<file path="config.mk">
export PLATFORM = sky130hd
export DESIGN_NAME = approx_add_pipe_flat
export DESIGN_NICKNAME = d
export VERILOG_FILES = /design/src/rtl/approx_add_pipe_if.sv /design/src/rtl/approx_add_pipe.sv /design/src/flat_wrapper.sv
export SDC_FILE = /design/constraint.sdc
export NUM_CORES = 1
export LEC_CHECK = 0
export CAP_MARGIN = 20
export CELL_PAD_IN_SITES_DETAIL_PLACEMENT = 2
export CELL_PAD_IN_SITES_GLOBAL_PLACEMENT = 2
export CORE_MARGIN = 3
export CORE_UTILIZATION = 34
export DETAILED_ROUTE_END_ITERATION = 10
export PLACE_DENSITY_LB_ADDON = 0.1
export SYNTH_ARGS = -nofsm -noshare
export SYNTH_HDL_FRONTEND = slang
export SYNTH_SLANG_ARGS = --single-unit
export TNS_END_PERCENT = 30
</file>
<file path="constraint.sdc">
create_clock -name clk -period 7.54 [get_ports clk]
set_input_delay 0.754 -clock clk [delete_from_list [all_inputs] [get_ports clk]]
set_output_delay 0.754 -clock clk [all_outputs]
set_load 0.1 [all_outputs]
</file>
<file path="src/rtl/approx_add_pipe_if.sv">
// Handshake and data bundle of the approximate-adder pipeline.
// The master side produces operands and consumes results; the slave side is the adder.
interface approx_add_pipe_if #(
  parameter int WIDTH   = 8,
  parameter int APX_MAX = 4
);
  localparam int KW = $clog2(APX_MAX + 1);

  logic             in_valid;
  logic             in_ready;
  logic [WIDTH-1:0] a;
  logic [WIDTH-1:0] b;
  logic [1:0]       mode;
  logic [KW-1:0]    apx_bits;
  logic             out_valid;
  logic             out_ready;
  logic [WIDTH:0]   sum;
  logic [WIDTH:0]   err;

  modport master (
    output in_valid, a, b, mode, apx_bits, out_ready,
    input  in_ready, out_valid, sum, err
  );

  modport slave (
    input  in_valid, a, b, mode, apx_bits, out_ready,
    output in_ready, out_valid, sum, err
  );
endinterface

</file>
<file path="src/rtl/approx_add_pipe.sv">
// Two-stage approximate adder (exact / lower-OR / truncate / copy-B low part)
// with error reporting and saturating delivery statistics.
module approx_add_pipe #(
  parameter int WIDTH   = 8,
  parameter int APX_MAX = 4,
  parameter int CNT_W   = 16
) (
  input  logic                 clk,
  input  logic                 rst_n,
  approx_add_pipe_if.slave     io,
  input  logic                 stat_clr,
  output logic [WIDTH:0]       err_max,
  output logic [CNT_W-1:0]     res_cnt,
  output logic [CNT_W-1:0]     err_cnt
);
  localparam int            KW    = $clog2(APX_MAX + 1);
  localparam logic [KW-1:0] K_MAX = KW'(APX_MAX);

  logic             v1_q, v1_d, v2_q, v2_d;
  logic [WIDTH-1:0] a1_q, a1_d, b1_q, b1_d, lo1_q, lo1_d;
  logic             cin1_q, cin1_d;
  logic [KW-1:0]    k1_q, k1_d;
  logic [WIDTH:0]   sum_q, sum_d, err_q, err_d, err_max_q, err_max_d;
  logic [CNT_W-1:0] res_cnt_q, res_cnt_d, err_cnt_q, err_cnt_d;

  logic             en1_s, en2_s, in_fire_s, out_fire_s;
  logic [KW-1:0]    k_s;
  logic [WIDTH-1:0] lo_mask_s, top_mask_s, lo_s;
  logic             cin_s;
  logic [WIDTH:0]   hi_s, approx_s, exact_s, diff_s;

  // Stage 2 frees when empty or draining; stage 1 frees when it can move forward.
  always_comb begin
    out_fire_s = v2_q & io.out_ready;
    en2_s      = ~v2_q | io.out_ready;
    en1_s      = ~v1_q | en2_s;
    in_fire_s  = io.in_valid & en1_s;
  end

  assign io.in_ready  = en1_s;
  assign io.out_valid = v2_q;
  assign io.sum       = sum_q;
  assign io.err       = err_q;
  assign err_max      = err_max_q;
  assign res_cnt      = res_cnt_q;
  assign err_cnt      = err_cnt_q;

  // Stage 1 combinational: effective k, low-part result and carry into the high part.
  always_comb begin
    if (io.mode == 2'b00) begin
      k_s = {KW{1'b0}};
    end else if (io.apx_bits > K_MAX) begin
      k_s = K_MAX;
    end else begin
      k_s = io.apx_bits;
    end
    for (int i = 0; i < WIDTH; i++) begin
      lo_mask_s[i]  = (i < int'(k_s));
      top_mask_s[i] = (i == int'(k_s) - 1);
    end
    case (io.mode)
      2'b01: begin
        lo_s  = (io.a | io.b) & lo_mask_s;
        cin_s = |(io.a & io.b & top_mask_s);
      end
      2'b10: begin
        lo_s  = {WIDTH{1'b0}};
        cin_s = 1'b0;
      end
      2'b11: begin
        lo_s  = io.b & lo_mask_s;
        cin_s = 1'b0;
      end
      default: begin
        lo_s  = {WIDTH{1'b0}};
        cin_s = 1'b0;
      end
    endcase
  end

  // Stage 1 next state: load on accept, otherwise hold or empty as stage 2 drains.
  always_comb begin
    if (in_fire_s) begin
      a1_d   = io.a;
      b1_d   = io.b;
      lo1_d  = lo_s;
      cin1_d = cin_s;
      k1_d   = k_s;
    end else begin
      a1_d   = a1_q;
      b1_d   = b1_q;
      lo1_d  = lo1_q;
      cin1_d = cin1_q;
      k1_d   = k1_q;
    end
    if (en1_s) begin
      v1_d = in_fire_s;
    end else begin
      v1_d = v1_q;
    end
  end

  // Stage 2 combinational: high-part add above bit k, exact reference and distance.
  always_comb begin
    hi_s     = {1'b0, a1_q >> k1_q} + {1'b0, b1_q >> k1_q} + {{WIDTH{1'b0}}, cin1_q};
    approx_s = (hi_s << k1_q) | {1'b0, lo1_q};
    exact_s  = {1'b0, a1_q} + {1'b0, b1_q};
    if (exact_s >= approx_s) begin
      diff_s = exact_s - approx_s;
    end else begin
      diff_s = approx_s - exact_s;
    end
  end

  // Stage 2 next state: results stay frozen while the consumer stalls.
  always_comb begin
    if (en2_s) begin
      v2_d = v1_q;
    end else begin
      v2_d = v2_q;
    end
    if (en2_s && v1_q) begin
      sum_d = approx_s;
      err_d = diff_s;
    end else begin
      sum_d = sum_q;
      err_d = err_q;
    end
  end

  // Statistics: clear beats a coincident delivery; counters stick at all-ones.
  always_comb begin
    res_cnt_d = res_cnt_q;
    err_cnt_d = err_cnt_q;
    err_max_d = err_max_q;
    if (stat_clr) begin
      res_cnt_d = {CNT_W{1'b0}};
      err_cnt_d = {CNT_W{1'b0}};
      err_max_d = {(WIDTH+1){1'b0}};
    end else if (out_fire_s) begin
      if (res_cnt_q != {CNT_W{1'b1}}) begin
        res_cnt_d = res_cnt_q + {{(CNT_W-1){1'b0}}, 1'b1};
      end else begin
        res_cnt_d = res_cnt_q;
      end
      if ((err_q != {(WIDTH+1){1'b0}}) && (err_cnt_q != {CNT_W{1'b1}})) begin
        err_cnt_d = err_cnt_q + {{(CNT_W-1){1'b0}}, 1'b1};
      end else begin
        err_cnt_d = err_cnt_q;
      end
      if (err_q > err_max_q) begin
        err_max_d = err_q;
      end else begin
        err_max_d = err_max_q;
      end
    end else begin
      res_cnt_d = res_cnt_q;
      err_cnt_d = err_cnt_q;
      err_max_d = err_max_q;
    end
  end

  // State registers; reset empties the pipe and zeroes results and statistics.
  always_ff @(posedge clk or negedge rst_n) begin
    if (!rst_n) begin
      v1_q      <= 1'b0;
      v2_q      <= 1'b0;
      a1_q      <= {WIDTH{1'b0}};
      b1_q      <= {WIDTH{1'b0}};
      lo1_q     <= {WIDTH{1'b0}};
      cin1_q    <= 1'b0;
      k1_q      <= {KW{1'b0}};
      sum_q     <= {(WIDTH+1){1'b0}};
      err_q     <= {(WIDTH+1){1'b0}};
      err_max_q <= {(WIDTH+1){1'b0}};
      res_cnt_q <= {CNT_W{1'b0}};
      err_cnt_q <= {CNT_W{1'b0}};
    end else begin
      v1_q      <= v1_d;
      v2_q      <= v2_d;
      a1_q      <= a1_d;
      b1_q      <= b1_d;
      lo1_q     <= lo1_d;
      cin1_q    <= cin1_d;
      k1_q      <= k1_d;
      sum_q     <= sum_d;
      err_q     <= err_d;
      err_max_q <= err_max_d;
      res_cnt_q <= res_cnt_d;
      err_cnt_q <= err_cnt_d;
    end
  end
endmodule

</file>
<file path="src/flat_wrapper.sv">
// flat-port wrapper written by rule: the top's interface ports become plain ports
module approx_add_pipe_flat 
#(
  parameter int WIDTH   = 8,
  parameter int APX_MAX = 4,
  parameter int CNT_W   = 16
)
  (clk, rst_n, stat_clr, err_max, res_cnt, err_cnt, io_in_valid, io_a, io_b, io_mode, io_apx_bits, io_out_ready, io_in_ready, io_out_valid, io_sum, io_err);
  approx_add_pipe_if #(.WIDTH(WIDTH), .APX_MAX(APX_MAX)) io_i ();
  input  logic clk;
  input  logic rst_n;
  input  logic stat_clr;
  output logic [WIDTH:0] err_max;
  output logic [CNT_W-1:0] res_cnt;
  output logic [CNT_W-1:0] err_cnt;
  input wire logic [$bits(io_i.in_valid)-1:0] io_in_valid;
  input wire logic [$bits(io_i.a)-1:0] io_a;
  input wire logic [$bits(io_i.b)-1:0] io_b;
  input wire logic [$bits(io_i.mode)-1:0] io_mode;
  input wire logic [$bits(io_i.apx_bits)-1:0] io_apx_bits;
  input wire logic [$bits(io_i.out_ready)-1:0] io_out_ready;
  output wire logic [$bits(io_i.in_ready)-1:0] io_in_ready;
  output wire logic [$bits(io_i.out_valid)-1:0] io_out_valid;
  output wire logic [$bits(io_i.sum)-1:0] io_sum;
  output wire logic [$bits(io_i.err)-1:0] io_err;
  assign io_i.in_valid = io_in_valid;
  assign io_i.a = io_a;
  assign io_i.b = io_b;
  assign io_i.mode = io_mode;
  assign io_i.apx_bits = io_apx_bits;
  assign io_i.out_ready = io_out_ready;
  assign io_in_ready = io_i.in_ready;
  assign io_out_valid = io_i.out_valid;
  assign io_sum = io_i.sum;
  assign io_err = io_i.err;
  approx_add_pipe #(.WIDTH(WIDTH), .APX_MAX(APX_MAX), .CNT_W(CNT_W)) u_core (.clk(clk), .rst_n(rst_n), .io(io_i), .stat_clr(stat_clr), .err_max(err_max), .res_cnt(res_cnt), .err_cnt(err_cnt));
endmodule
</file>
==> impl_metrics.json, run 1 <==
{
  "status": "completed",
  "drive_gt1_share_pct": 7.50,
  "postCtsHoldBufs": 0,
  "clock_sinks": 88,
  "cts-htree-levels": 3,
  "layout_min_cycle_time_ps": 6320,
  "reg2reg_setup_slack_ps": 1220,
  "yosys.area.top_type": "dfrtp_1",
  "clock.fmax_ghz": 0.158,
  "fin_setup_tns_ps": 0,
  "routed_via_density": 5.62,
  "cts-root-buf": "clkbuf_16",
  "firstDrtPassIters": 4,
  "core_area_um2": 18800,
  "worst_slack_ps": 1220,
  "cts.repair.resized": 0,
  "grt_pass1_wl_mm": 35.3,
  "syn_area_per_cell_um2": 8.72,
  "antennaDiodeCount": 0,
  "synth_seq_cells": 88,
  "fillers": 2099,
  "max_cap_viol_count": 0,
  "drc": 0,
  "synthCells": 749,
  "worstPathMaxFanout": 19,
  "die_x_um": 145,
  "end_kind": "register",
  "start_util_pct": 34.8,
  "power_density_nw_per_um2": 411,
  "finalHoldViolCount": 0,
  "drtIter0Drc": 254,
  "vdd_drop_max_uv": 144,
  "ys_seq_area_share_pct": 33.7,
  "tightest_slew_ps": 1020,
  "synth_edf_count": 0,
  "die_area_um2": 20900,
  "fin_skew_ps": 10.5,
  "portBuffers": 86,
  "synth.distinct_cells": 72,
  "antenna_left": 0,
  "layout_common_cells": "dfrtp_1 (88), clkdlybuf4s50_1 (85), nand2_1 (69), nor2_1 (64), ha_1 (44)",
  "cts_tree": "done",
  "setup_viol": 0,
  "grt.total_usage_pct": 21.3,
  "vias": 5964,
  "synth_top_area_share_pct": 33.7,
  "postSynth.asyncResetShare_pct": 100,
  "gr-usage-met2_pct": 37.5,
  "hold_ws_ps": 354,
  "hp-class": "in -> async",
  "layout_commonest_cell": "dfrtp_1",
  "clockBufferDepth": 2,
  "pre_cts_ws_ps": 1420,
  "required_ps": 7770,
  "arrival_ps": 6550,
  "grt_pass1_vias": 6470,
  "post_drt_wl_per_cell_um": 20.8,
  "area_delta_synth_final_pct": 20.9,
  "busiest_layer": "met2",
  "post_cts.repair.setup_buffers": 0,
  "pin_count": 87,
  "gp_congestion": 0.874,
  "start_kind": "register",
  "slew_violations": 0,
  "netlist_area_um2": 6540,
  "antenna_found_initial": 0,
  "synth_flop_cell": "dfrtp_1",
  "grt_max_degree": 58,
  "worstSetupPathType": "reg -> reg",
  "ys_top_cells_by_area": "dfrtp_1 (34%), ha_1 (8.4%), mux2i_1 (4.0%)",
  "max_slew_margin_pct": 31.9,
  "power.leakage_nw": 3.30,
  "routed_wl_mm": 22.1,
  "worstSkewPairLatency_ps": 350,
  "finalCritPeriodShare_pct": 83.8,
  "grt_use_met1_pct": 28.4,
  "ys_warn_count": 0,
  "rows": 50,
  "cts_made_buffers": 9,
  "gr-usage-met3_pct": 1.95,
  "grt-ovfl-total": 0,
  "rsz0062_at_grt": "no",
  "dp_hpwl_mm": 16.9,
  "syn-num-nets": 824,
  "die-height_um": 145,
  "cts.clk_slew.worst_paths_ps": 80,
  "nets": 897
}
[layer usage]
metal	routed length, um	part of all wire, %	up-vias
met5	0	0	-
met4	249	1.1	0
met3	418	1.9	12
met2	11200	51	70
met1	10200	46	3054
li1	-	-	2828
[Yosys cell counts, types with 4 or more instances]
library cell	n
nand2_1	69
fa_1	5
a31oi_1	14
and2_1	12
xor2_1	10
inv_1	38
o21ai_0	35
a21o_1	8
buf_2	13
nand2b_1	22
dfrtp_1	88
o211ai_1	6
xnor2_1	24
nor3_1	22
a211o_1	4
nand4_1	10
clkbuf_1	15
nor4_1	7
or4_1	5
nor2b_1	13
or3_1	8
a211oi_1	8
buf_1	4
a21oi_1	40
o21a_1	10
mux2_2	23
mux2i_1	26
ha_1	44
and4_1	4
nor2_1	64
nand3_1	32
o31ai_1	5
[kinds of logic (layout without fill, tap and decap cells)]
logic type                 count (synthesis)  count (layout)  synth area share, %
buffers and inverters                     72             150                 4.38
DFF                                       88              88                 33.7
adders and majority gates                 49              49                 9.96
muxes                                     49              49                 7.95
AOI/OAI and AO/OA                        169             169                 17.3
and+or+nand+nor                          288             288                 22.1
xor gates and xnor gates                  34              34                 4.56
[report_power, final]
part           total, mW  switching (mW)  internal (mW)
Sequential         0.660           0.105          0.554
Clock              0.451           0.215          0.236
Combinational       2.14            1.43          0.709
[critical path, stage by stage (launching register included)]
cell and delay [ps]:
dfrtp_1 870, clkinv_1 460, nand3_1 190, o21ai_0 130, a21oi_1 310, inv_1 110
ha_1 300, a211o_1 350, a2111oi_0 630, nor4b_1 110, a211o_1 290, a311oi_2 350
a21oi_1 90, ha_1 410, nand4_1 160, o21ai_0 350, o21ai_1 270, a221oi_1 410
mux2i_1 120, a211o_1 280
[area by class of cell]
type	instances	area [um2]	share of cell area, %
clock buffer	11	243	3.07
clock inverter	5	40.0	0.507
inverter	40	150	1.90
multi-input combinational	589	4050	51.3
sequential	88	2200	27.9
tap	234	293	3.71
timing repair buffer	94	918	11.6
[state kept, by name, summed over array words and instances (netlist names)]
register	cells
u_core.a1_q	8
u_core.b1_q	8
u_core.cin1_q	1
u_core.err_cnt	16
u_core.err_max	9
u_core.io.err	9
u_core.io.out_valid	1
u_core.io.sum	9
u_core.k1_q	3
u_core.lo1_q	7
u_core.res_cnt	16
u_core.v1_q	1
[path summary, 6_finish.rpt]
check | to | depth (start not counted) | startpoint
hold reg to reg | u_core.io.sum[1]$_DFFE_PN0P_ | 2 | u_core.io.sum[1]$_DFFE_PN0P_
min in group clk | u_core.io.sum[1]$_DFFE_PN0P_ | 2 | u_core.io.sum[1]$_DFFE_PN0P_
setup / recovery | u_core.io.err[6]$_DFFE_PN0P_ | 19 | u_core.k1_q[1]$_DFFE_PN0P_
setup reg to reg | u_core.io.err[6]$_DFFE_PN0P_ | 19 | u_core.k1_q[1]$_DFFE_PN0P_
max in group asynchronous | u_core.err_cnt[15]$_DFFE_PN0P_ | 2 | rst_n
hold / removal | u_core.io.err[5]$_DFFE_PN0P_ | 1 | rst_n
[through the flow]
step / power, mW / instance area, um2 / utilization [%] / instances
detailed placement: 2.80 / 7620 / 40.6 / 1045
global placement: 2.72 / 7620 / 40.6 / 1045
CTS: 3.27 / 7900 / 42.1 / 1061
finish: 3.25 / 7900 / 42.1 / 1061
global route: 3.49 / 7900 / 42.1 / 1061
floorplan: 2.21 / 6540 / - / 749
Note: power is estimated with default switching activity, not from simulation.
==> run 2: changes to the inputs <==
Clock period 7.54 ns to 6.15 ns, I/O delays scaled along.
==> run 2 against run 1 <==
Clock-buffer cell count fell by 2. Non-clock buffer count rose by 4. Combinational power grew 23%. First-iteration DRC count up 17%. Critical endpoint unchanged. Largest power group unchanged. Highest routed layer unchanged.
==> impl_metrics.json, run 2 (synthesized netlist as in run 1, its figures left out) <==
{
  "start_util_pct": 34.8,
  "die_x_um": 145,
  "clock_sinks": 88,
  "cts-htree-levels": 3,
  "grt-ovfl-total": 0,
  "worstReg2RegStart": "u_core.k1_q[1]$_DFFE_PN0P_",
  "antennaDiodeCount": 0,
  "cts.clk_slew.worst_paths_ps": 70,
  "post_drt_wl_per_cell_um": 20.9,
  "end_kind": "register",
  "pre_cts_ws_ps": 278,
  "die-height_um": 145,
  "firstDrtPassIters": 4,
  "arrival_ps": 6020,
  "finalCritPeriodShare_pct": 94.0,
  "power.leakage_nw": 3.33,
  "drtIter0Drc": 297,
  "worst_slack_ps": 369,
  "layout_common_cells": "dfrtp_1 (86), clkdlybuf4s50_1 (85), nand2_1 (69), nor2_1 (64), ha_1 (44)",
  "setup_viol": 0,
  "drc": 0,
  "die_area_um2": 20900,
  "rows": 50,
  "max_slew_margin_pct": 31.4,
  "max_cap_viol_count": 0,
  "antenna_left": 0,
  "routed_via_density": 5.65,
  "status": "completed",
  "finalHoldViolCount": 0,
  "hp-class": "in -> async",
  "placed_area_um2": 7650,
  "critPathLaunch": "u_core.k1_q[1]$_DFFE_PN0P_",
  "pin_count": 87,
  "antenna_found_initial": 0,
  "post_cts.repair.setup_buffers": 0,
  "nets": 901,
  "clockBufferDepth": 2,
  "drive_gt1_share_pct": 8.30,
  "portBuffers": 86,
  "cts_tree": "done",
  "layout_commonest_cell": "dfrtp_1",
  "fin_skew_ps": 14.8,
  "final_cells": 1065,
  "area_delta_synth_final_pct": 21.4,
  "cts_made_buffers": 9,
  "vias": 6012,
  "place_inst": 1049,
  "fin_setup_tns_ps": 0,
  "gp_congestion": 0.883,
  "worstSkewPairLatency_ps": 360,
  "grt.total_usage_pct": 21.4,
  "slew_violations": 0,
  "clock.fmax_ghz": 0.173,
  "required_ps": 6390,
  "vdd_drop_max_uv": 158,
  "grt_max_degree": 59,
  "dp_hpwl_mm": 17.0,
  "cts-root-buf": "clkbuf_16",
  "postCtsHoldBufs": 0,
  "routed_wl_mm": 22.3,
  "power_density_nw_per_um2": 506,
  "core_area_um2": 18800,
  "worstSetupPathType": "reg -> reg",
  "grt_pass1_vias": 6482,
  "start_kind": "register",
  "design_area_um2": 7930,
  "worstPathMaxFanout": 16,
  "layout_min_cycle_time_ps": 5780,
  "tightest_slew_ps": 1030,
  "grt_pass1_wl_mm": 35.4
}
[run 2: area by class of cell]
cell class,instances,area (um2)
clock inverters,7,58.8
well taps,234,293
repair buffers,98,948
inverters,40,150
flip-flops and latches,88,2200
multi-input cells,589,4050
fillers,2087,10800
clock buffers,9,225
[run 2: worst max-delay path, cell delays in order (launching register included)]
cell and delay (ps):
dfrtp_2 600, mux2_2 400, nor2_1 100, a21oi_1 70
nand2_1 100, o21ai_0 130, fa_1 450, a211o_1 410
a2111o_1 480, a21o_1 200, a211o_1 280, a311oi_2 330
a21oi_1 100, ha_1 400, nand4_1 160, o21ai_0 360
o21ai_1 260, a221oi_1 430, mux2i_1 130, a211o_1 270
[run 2: stage by stage]
step	hold slack (ps)	total power, mW	utilization [%]
3_5_place_dp	475	3.44	40.7
3_3_place_gp	464	3.34	40.7
5_1_grt	241	4.32	42.3
2_1_floorplan	319	2.71	-
4_1_cts	220	4.03	42.3
6_report	212	4.01	42.3
[run 2: final timing paths]
| kind | slack [ps] | depth (start not counted) | endpoint |
|---|---|---|---|
| setup / recovery | 370 | 19 | u_core.io.err[6]$_DFFE_PN0P_ |
| hold / removal | 210 | 1 | u_core.io.err[8]$_DFFE_PN0P_ |
| setup reg to reg | 370 | 19 | u_core.io.err[6]$_DFFE_PN0P_ |
| hold reg to reg | 490 | 2 | u_core.io.sum[2]$_DFFE_PN0P_ |
| max in group asynchronous | 4740 | 2 | u_core.k1_q[0]$_DFFE_PN0P_ |
| min in group clk | 490 | 2 | u_core.io.sum[2]$_DFFE_PN0P_ |
[run 2: report_power, final]
part	switching, mW	internal [mW]
logic	1.76	0.878
registers	0.134	0.680
clock network	0.274	0.283
total	2.17	1.84
[run 2: layer usage]
metal	part of all wire (%)	track usage [%]
met2	51	38.1
met5	0	0
met3	1.7	2.81
met4	1.2	4.17
met1	46	27.8
[run 2: timing repair]
item / in CTS / in global routing
setup endpoints to repair: 0 / 7
gates resized for setup: 0 / 3
endpoints found under the hold margin: 0 / 0
==> run 3: changes to the inputs <==
==> constraint.sdc (replaced) <==
create_clock -name clk -period 6.15 [get_ports clk]
set_input_delay 1.23 -clock clk [delete_from_list [all_inputs] [get_ports clk]]
set_output_delay 1.23 -clock clk [all_outputs]
set_load 0.1 [all_outputs]
==> results of run 3 <==
Same layout as run 2 (identical final DEF). Status: completed.
Among the figures that moved: hold slack 212 ps -> 493 ps
